--- config.mk ---
export PLATFORM = sky130hd
export DESIGN_NAME = vga_sync_gen
export DESIGN_NICKNAME = d
export VERILOG_FILES = /design/src/rtl/vga_sync_gen.sv
export SDC_FILE = /design/constraint.sdc
export NUM_CORES = 1
export LEC_CHECK = 0
export CELL_PAD_IN_SITES_DETAIL_PLACEMENT = 2
export CELL_PAD_IN_SITES_GLOBAL_PLACEMENT = 2
export CORE_ASPECT_RATIO = 0.5
export CORE_UTILIZATION = 27
export DETAILED_ROUTE_END_ITERATION = 16
export PLACE_DENSITY = 0.89
export SKIP_LAST_GASP = 1
export SYNTH_ARGS = -nofsm -noshare
export SYNTH_HDL_FRONTEND = slang
export SYNTH_SLANG_ARGS = --single-unit
--- constraint.sdc ---
create_clock -name VGACLK -period 2.13 [get_ports VGACLK]
set_input_delay 0.213 -clock VGACLK [delete_from_list [all_inputs] [get_ports VGACLK]]
set_output_delay 0.213 -clock VGACLK [all_outputs]
set_load 0.1 [all_outputs]
--- src/rtl/vga_sync_gen.sv ---
// VGA timing generator with latency-matched sync/colour output stage.
// Optional colour-bar pattern: define VGA_SYNC_TESTPAT_EN.
module vga_sync_gen #(
  parameter int   H_VISIBLE     = 1280,
  parameter int   H_FRONT       = 48,
  parameter int   H_SYNC        = 112,
  parameter int   H_BACK        = 248,
  parameter int   V_VISIBLE     = 1024,
  parameter int   V_FRONT       = 1,
  parameter int   V_SYNC        = 3,
  parameter int   V_BACK        = 38,
  parameter logic HSYNC_ACTIVE  = 1'b1,
  parameter logic VSYNC_ACTIVE  = 1'b1,
  parameter int   CNT_W         = 11,
  parameter int   PIXEL_LATENCY = 2,
  parameter int   R_W           = 3,
  parameter int   G_W           = 3,
  parameter int   B_W           = 2
) (
  input  logic                     VGACLK,
  input  logic                     RST_IN,
  input  logic [R_W+G_W+B_W-1:0]   PIXEL_DATA,
  input  logic                     TESTPAT_SEL,
  output logic [CNT_W-1:0]         POS_X,
  output logic [CNT_W-1:0]         POS_Y,
  output logic                     REQ_EN,
  output logic                     FRAME_START,
  output logic                     LINE_START,
  output logic                     DISPLAY_EN,
  output logic [R_W-1:0]           R,
  output logic [G_W-1:0]           G,
  output logic [B_W-1:0]           B,
  output logic                     HSYNC,
  output logic                     VSYNC
);

  localparam int H_TOTAL = H_VISIBLE + H_FRONT + H_SYNC + H_BACK;
  localparam int V_TOTAL = V_VISIBLE + V_FRONT + V_SYNC + V_BACK;
  localparam int PD_W    = R_W + G_W + B_W;

  localparam logic [CNT_W-1:0] HV    = CNT_W'(H_VISIBLE);
  localparam logic [CNT_W-1:0] VV    = CNT_W'(V_VISIBLE);
  localparam logic [CNT_W-1:0] HT_M1 = CNT_W'(H_TOTAL - 1);
  localparam logic [CNT_W-1:0] VT_M1 = CNT_W'(V_TOTAL - 1);
  localparam logic [CNT_W-1:0] HS_B  = CNT_W'(H_VISIBLE + H_FRONT);
  localparam logic [CNT_W-1:0] HS_E  = CNT_W'(H_VISIBLE + H_FRONT + H_SYNC - 1);
  localparam logic [CNT_W-1:0] VS_B  = CNT_W'(V_VISIBLE + V_FRONT);
  localparam logic [CNT_W-1:0] VS_E  = CNT_W'(V_VISIBLE + V_FRONT + V_SYNC - 1);

`ifdef VGA_SYNC_TESTPAT_EN
  localparam int PW = 3 + CNT_W;
`else
  localparam int PW = 3;
`endif

  logic [CNT_W-1:0] pos_x_q, pos_x_d;
  logic [CNT_W-1:0] pos_y_q, pos_y_d;
  logic             req_raw, hs_raw, vs_raw;
  logic [PW-1:0]    pipe_in, pipe_out;
  logic             disp_q, disp_d;
  logic             hs_q, hs_d;
  logic             vs_q, vs_d;
  logic [PD_W-1:0]  rgb_q, rgb_d;

  always_comb begin
    pos_x_d = pos_x_q + 1'b1;
    pos_y_d = pos_y_q;
    if (pos_x_q == HT_M1) begin
      pos_x_d = '0;
      pos_y_d = (pos_y_q == VT_M1) ? '0 : pos_y_q + 1'b1;
    end
    if (RST_IN) begin
      pos_x_d = '0;
      pos_y_d = '0;
    end
  end

  always_ff @(posedge VGACLK) begin
    pos_x_q <= pos_x_d;
    pos_y_q <= pos_y_d;
  end

  // Request-side decodes are forced low while reset is held.
  assign req_raw = !RST_IN && (pos_x_q < HV) && (pos_y_q < VV);
  assign hs_raw  = (pos_x_q >= HS_B) && (pos_x_q <= HS_E);
  assign vs_raw  = (pos_y_q >= VS_B) && (pos_y_q <= VS_E);

  assign POS_X       = pos_x_q;
  assign POS_Y       = pos_y_q;
  assign REQ_EN      = req_raw;
  assign FRAME_START = !RST_IN && (pos_x_q == '0) && (pos_y_q == '0);
  assign LINE_START  = !RST_IN && (pos_x_q == '0) && (pos_y_q < VV);

`ifdef VGA_SYNC_TESTPAT_EN
  assign pipe_in = {pos_x_q, vs_raw, hs_raw, req_raw};
`else
  assign pipe_in = {vs_raw, hs_raw, req_raw};
`endif

  generate
    if (PIXEL_LATENCY == 0) begin : g_nodly
      assign pipe_out = pipe_in;
    end else begin : g_dly
      logic [PW-1:0] pipe_q [PIXEL_LATENCY];
      logic [PW-1:0] pipe_d [PIXEL_LATENCY];

      always_comb begin
        pipe_d[0] = pipe_in;
        for (int i = 1; i < PIXEL_LATENCY; i++)
          pipe_d[i] = pipe_q[i-1];
        if (RST_IN)
          for (int i = 0; i < PIXEL_LATENCY; i++)
            pipe_d[i] = '0;
      end

      always_ff @(posedge VGACLK) begin
        for (int i = 0; i < PIXEL_LATENCY; i++)
          pipe_q[i] <= pipe_d[i];
      end

      assign pipe_out = pipe_q[PIXEL_LATENCY-1];
    end
  endgenerate

`ifdef VGA_SYNC_TESTPAT_EN
  logic [CNT_W-1:0] x_dly;
  logic [CNT_W+2:0] x8;
  logic [2:0]       bar;
  logic [PD_W-1:0]  bar_rgb;

  assign x_dly = pipe_out[PW-1:3];
  assign x8    = {x_dly, 3'b000};

  // bar = floor(x*8 / H_VISIBLE) without a divider
  always_comb begin
    bar = '0;
    for (int k = 1; k < 8; k++)
      if (x8 >= (CNT_W+3)'(k * H_VISIBLE))
        bar = 3'(k);
  end

  assign bar_rgb = {{R_W{bar[2]}}, {G_W{bar[1]}}, {B_W{bar[0]}}};
`else
  logic unused_testpat;
  assign unused_testpat = TESTPAT_SEL;
`endif

  always_comb begin
    disp_d = pipe_out[0];
    hs_d   = pipe_out[1];
    vs_d   = pipe_out[2];
    rgb_d  = disp_d ? PIXEL_DATA : '0;
`ifdef VGA_SYNC_TESTPAT_EN
    if (TESTPAT_SEL && disp_d)
      rgb_d = bar_rgb;
`endif
    if (RST_IN) begin
      disp_d = 1'b0;
      hs_d   = 1'b0;
      vs_d   = 1'b0;
      rgb_d  = '0;
    end
  end

  always_ff @(posedge VGACLK) begin
    disp_q <= disp_d;
    hs_q   <= hs_d;
    vs_q   <= vs_d;
    rgb_q  <= rgb_d;
  end

  assign DISPLAY_EN = disp_q;
  assign R          = rgb_q[PD_W-1 -: R_W];
  assign G          = rgb_q[B_W +: G_W];
  assign B          = rgb_q[B_W-1:0];
  assign HSYNC      = hs_q ? HSYNC_ACTIVE : ~HSYNC_ACTIVE;
  assign VSYNC      = vs_q ? VSYNC_ACTIVE : ~VSYNC_ACTIVE;

endmodule

# Word level (Yosys, flattened, before mapping)
# Memories as Yosys holds them, arrays and structs flattened.
# Index checks and enable logic that the tools add are counted.
[classes]
addsub = 2
order_cmp = 6
n_eq_ne = 2
n_mux = 4
bitwise = 1
n_reduce_logical = 12
[ops]
columns = ["operator", "n"]
rows = [
  ["$add A11 B1 Y11 const B", 2],
  ["$eq A11 B11 Y1 const B", 2],
  ["$ge A11 B11 Y1 const B", 2],
  ["$le A11 B11 Y1 const B", 2],
  ["$logic_not A11 Y1", 2],
  ["$lt A11 B11 Y1 const B", 2],
  ["$mux W11", 1],
  ["$logic_and A1 B1 Y1", 7],
  ["$mux W6", 1],
  ["$reduce_or A2 Y1", 2],
  ["$mux W1", 2],
  ["$logic_not A1 Y1", 1],
  ["$not A1 Y1", 1],
]
[totals]
register_bits = 33
ram_bits = 6
output_inout_bits = 36
word_cells = 34
mem_count = 1
[mem_list]
columns = ["memory", "depth", "word_bits", "read_ports", "rd_ports_with_merged_regs", "wr", "line_no", "text"]
rows = [
  ["g_dly.pipe_q", 2, 3, 2, 0, 2, "104", "logic [PW-1:0] pipe_q [PIXEL_LATENCY];"],
]

# Longest topological paths before layout
[logic_depth]
word_depth = 4
depth_mapped = 6

# Least setup slack after synthesis
# OpenSTA, ideal clock, no wires.
[synth_path]
path_type = "register to output"
start = "reg pos_x_q[0], in the netlist POS_X[0]"
end = "out FRAME_START"
arrival_ns = 4.314
setup_slack_ns = -2.397
stages_incl_launch_ff = 6
n_path_buf = 0
cell_sequence = "dfxtp_1 > inv_1 > ha_1 > nor4b_1 > and4_1 > nor3b_1"
[synth_via]
elab_chain_cells = 3
[synth_rtl]
columns = ["item", "line_no", "text"]
rows = [
  ["start: declaration", "56", "logic [CNT_W-1:0] pos_x_q, pos_x_d;"],
  ["start signal: assignment", "79", "pos_x_q <= pos_x_d;"],
  ["$logic_not A11 Y1", "91", "assign FRAME_START = !RST_IN && (pos_x_q == '0) && (pos_y_q == '0);"],
  ["$logic_and A1 B1 Y1 (2 in a row)", "91", ""],
  ["end: declaration", "27", "output logic FRAME_START,"],
]
# No other way between the ends.

# Worst setup path in the final report
[layout_path]
start = "reg pos_x_q[0], in the netlist POS_X[0]"
end = "reg pos_y_q[9], in the netlist POS_Y[9]"
[layout_via]
elab_chain_cells = 1
[layout_rtl]
columns = ["item", "line_no", "text"]
rows = [
  ["$eq A11 B11 Y1", "68", "if (pos_x_q == HT_M1) begin"],
  ["end signal: assignment", "80", "pos_y_q <= pos_y_d;"],
  ["end: declaration", "57", "logic [CNT_W-1:0] pos_y_q, pos_y_d;"],
]
# No other way between the ends.
# A chain may end at the register's enable or synchronous reset.

==> out/results.txt <==
Max-slew headroom - 66.3%
Antenna violations before repair - 0
Post-DRT Antenna Nets - 0
Buffers added on ports - 45
Number of fill cells - 622
Die H - 56.9 um
Vias in the first global route - 1635
Least-Margin Pin Slew - 504 ps
Unrepaired setup endpoints after global routing - false
Die W - 112 um
Post-synth design cell area - 0.00163 sq mm
CTS max path bufs - 2
CP required - 2350 ps
Worst Path Arrival - 2250 ps
Iter 0 DRT Violations - 20
Routed wire per std cell - 18.0 um
Max IR drop VDD - 0.269 mV
Via count - 1484
Synth area leaders - dfxtp_1 (48%), nor2_1 (5.1%), ha_1 (3.8%)
Register area share after synthesis - 47.9%
CP startpoint kind - register
Setup crit end kind - register
Grt ovf - 0
Core area - 0.00566 sq mm
Share of the synthesized area in the top cell type - 47.9%
Final net count - 241
DRC violations left - 1
Outcome - finished with violations
H-tree Lvls - 2
Pwr Total - 1.69 mW
Initial Utilization - 28.8%
Crit Path Class - register to register
FMAX - 493 MHz
Fin. max-slew vios - 0
Root Driver - clkbuf_16
Die area - 0.00637 sq mm
Clk_skew - 7.38 ps
Area after DPL - 0.00218 sq mm
Final WL - 5370 um
Syn avg cell area - 9.21 sq um
Final HPWL DP - 3870 um
GPL Wtd Cong - 0.722
Ys Warns - 0
Final setup violation count - 0
Static Leakage - 0.917 nW
CTS Hold Bufs - 0
Post-Syn Nets - 193
Clock-pin transition on the worst setup and hold timing paths - 60 ps
P&R area growth vs syn - 43.6%
Met1 WL - 2200 um
Met2 wire length - 2900 um
Largest net degree at the start of global routing - 15
Total track usage - 17.7%
Final Cycle Share - 95.2%
Clock Sinks - 39
Worst-path maximum fanout - 6
Vias/cell - 4.96
Final Hold Viols - 0
#FFs+latches synth - 39
Row cnt - 19
ANT cells - 0
CTS tree - done
Post-synth cell types - 36
Min-Delay Path Class - register to register
Ports - 47
Clk Latency, worst-skew pair - 280 ps
Fin area - 0.00234 sq mm
Yosys top cell by area - dfxtp_1
Max-Cap Viols - 0
DR pass1 iterations - 10
Ratio of cells with drive above 1 in the final layout - 33.6%
Pwr Density - 720 mW/mm^2
Syn Inst Count - 177
Met3 Wirelength - 207 um
Total CTS buffers - 5
First-pass GRT wire length - 8560 um
DR top layer - met4
Minimum clock period - 2030 ps
Failing checks - DRC
sequential cells by signal (all words and copies together) (netlist names):
signal / count
DISPLAY_EN: 1
vs_q: 1
rgb_q: 8
POS_Y: 11
g_dly.pipe_q: 6
hs_q: 1
POS_X: 11
cells in the final DEF (no fill, tap or decap), types with 3 or more instances in the layout:
cell and instances:
ha_1 4, nor2b_1 6, and2_1 8, inv_1 7, xnor2_1 7, a21oi_1 5
buf_4 37, buf_12 3, or3_1 5, nand3_1 8, nor3_1 5, o21ai_0 6
nand4_1 5, nand2_1 6, dfxtp_4 8, clkbuf_16 5, dfxtp_1 24, nor2_1 22
xor2_1 6, dfxtp_2 7, clkdlybuf4s50_1 9
final cells by class:
class / count / area, sq um / share of cell area, %
Multi-Input combinational cell: 122 / 835 / 35.6
Sequential cell: 39 / 820 / 35.0
Timing Repair Buffer: 49 / 428 / 18.3
Clock buffer: 7 / 133 / 5.67
Tap cell: 73 / 91.3 / 3.90
Inverter: 8 / 30.0 / 1.28
Clock inverter: 1 / 5.00 / 0.214
synth_stat cells:
cell,instances
dfxtp_1,39
nor2_1,22
and2_1,8
inv_1,8
nand3_1,8
xnor2_1,7
nand2_1,6
nor2b_1,6
nor3_1,6
o21ai_0,6
xor2_1,6
a21oi_1,5
ha_1,5
nand4_1,5
or3_1,5
clkbuf_1,4
nor4_1,4
and4_1,3
a211oi_1,2
and3_1,2
buf_2,2
mux2i_1,2
o311a_1,2
or4_1,2
a22o_1,1
a31o_2,1
buf_4,1
buf_6,1
nand4b_1,1
nand4bb_1,1
nor3b_1,1
nor4b_1,1
o21a_1,1
or2_2,1
or2_4,1
or3b_2,1
path summary, 6_finish.rpt:
check / cells past startpoint / from / slack, ps / end
setup / recovery: 5 / POS_X[0] / 100 / POS_Y[9]
hold / removal: 1 / g_dly.pipe_q[0][1] / 450 / g_dly.pipe_q[0][4]
setup reg to reg: 5 / POS_X[0] / 100 / POS_Y[9]
hold reg to reg: 1 / g_dly.pipe_q[0][1] / 450 / g_dly.pipe_q[0][4]
report_power, final:
part | switching (mW) | internal, mW | leakage (nW)
combinational | 0.146 | 0.0675 | 0.523
sequential | 0.0112 | 0.734 | 0.326
clock | 0.295 | 0.433 | 0.0679
total | 0.452 | 1.23 | 0.917
per-stage QoR:
stage / utilization [%] / worst slack, ps / std cells / hold WS (ps) / setup TNS, ps
floorplan: - / -253 / 177 / 335 / -370
global placement: 38.6 / 75.2 / 291 / 421 / 0
detailed placement: 38.6 / -52.8 / 291 / 442 / -130
CTS: 41.2 / 4.70 / 299 / 455 / 0
global route: 41.4 / 25.2 / 299 / 456 / 0
finish: 41.4 / 102 / 299 / 447 / 0
critical path, stage by stage, from the launching register on:
cell and delay, ps:
dfxtp_4 380, ha_2 230, nand4bb_2 230, or4_4 610
or3_1 370, a21oi_1 140
layer usage:
layer  GRT usage [%]  vias up
li1                -      705
met1            19.9      738
met2            33.9       35
met3            3.83        6
met4            5.79        0
met5               0        -
repair_timing:
| item | in CTS | in global routing |
|---|---|---|
| hold endpoints to repair | 0 | 0 |
| setup endpoints to repair | 6 | 6 |
| buffers inserted | 0 | 0 |
| gates resized for setup | 3 | 2 |
cell families (layout without fill, tap and decap cells):
group           count (synthesis)  after routing  share of synthesized area [%]
buf+inv                        16             65                           4.53
simple gates                   84             84                           28.5
xor+xnor                       13             13                           6.98
compound gates                 18             18                           7.06
flops                          39             39                           47.9
fa+ha+maj                       5              5                           3.84
mux                             2              2                           1.23
(Power assumes the default switching activity.)
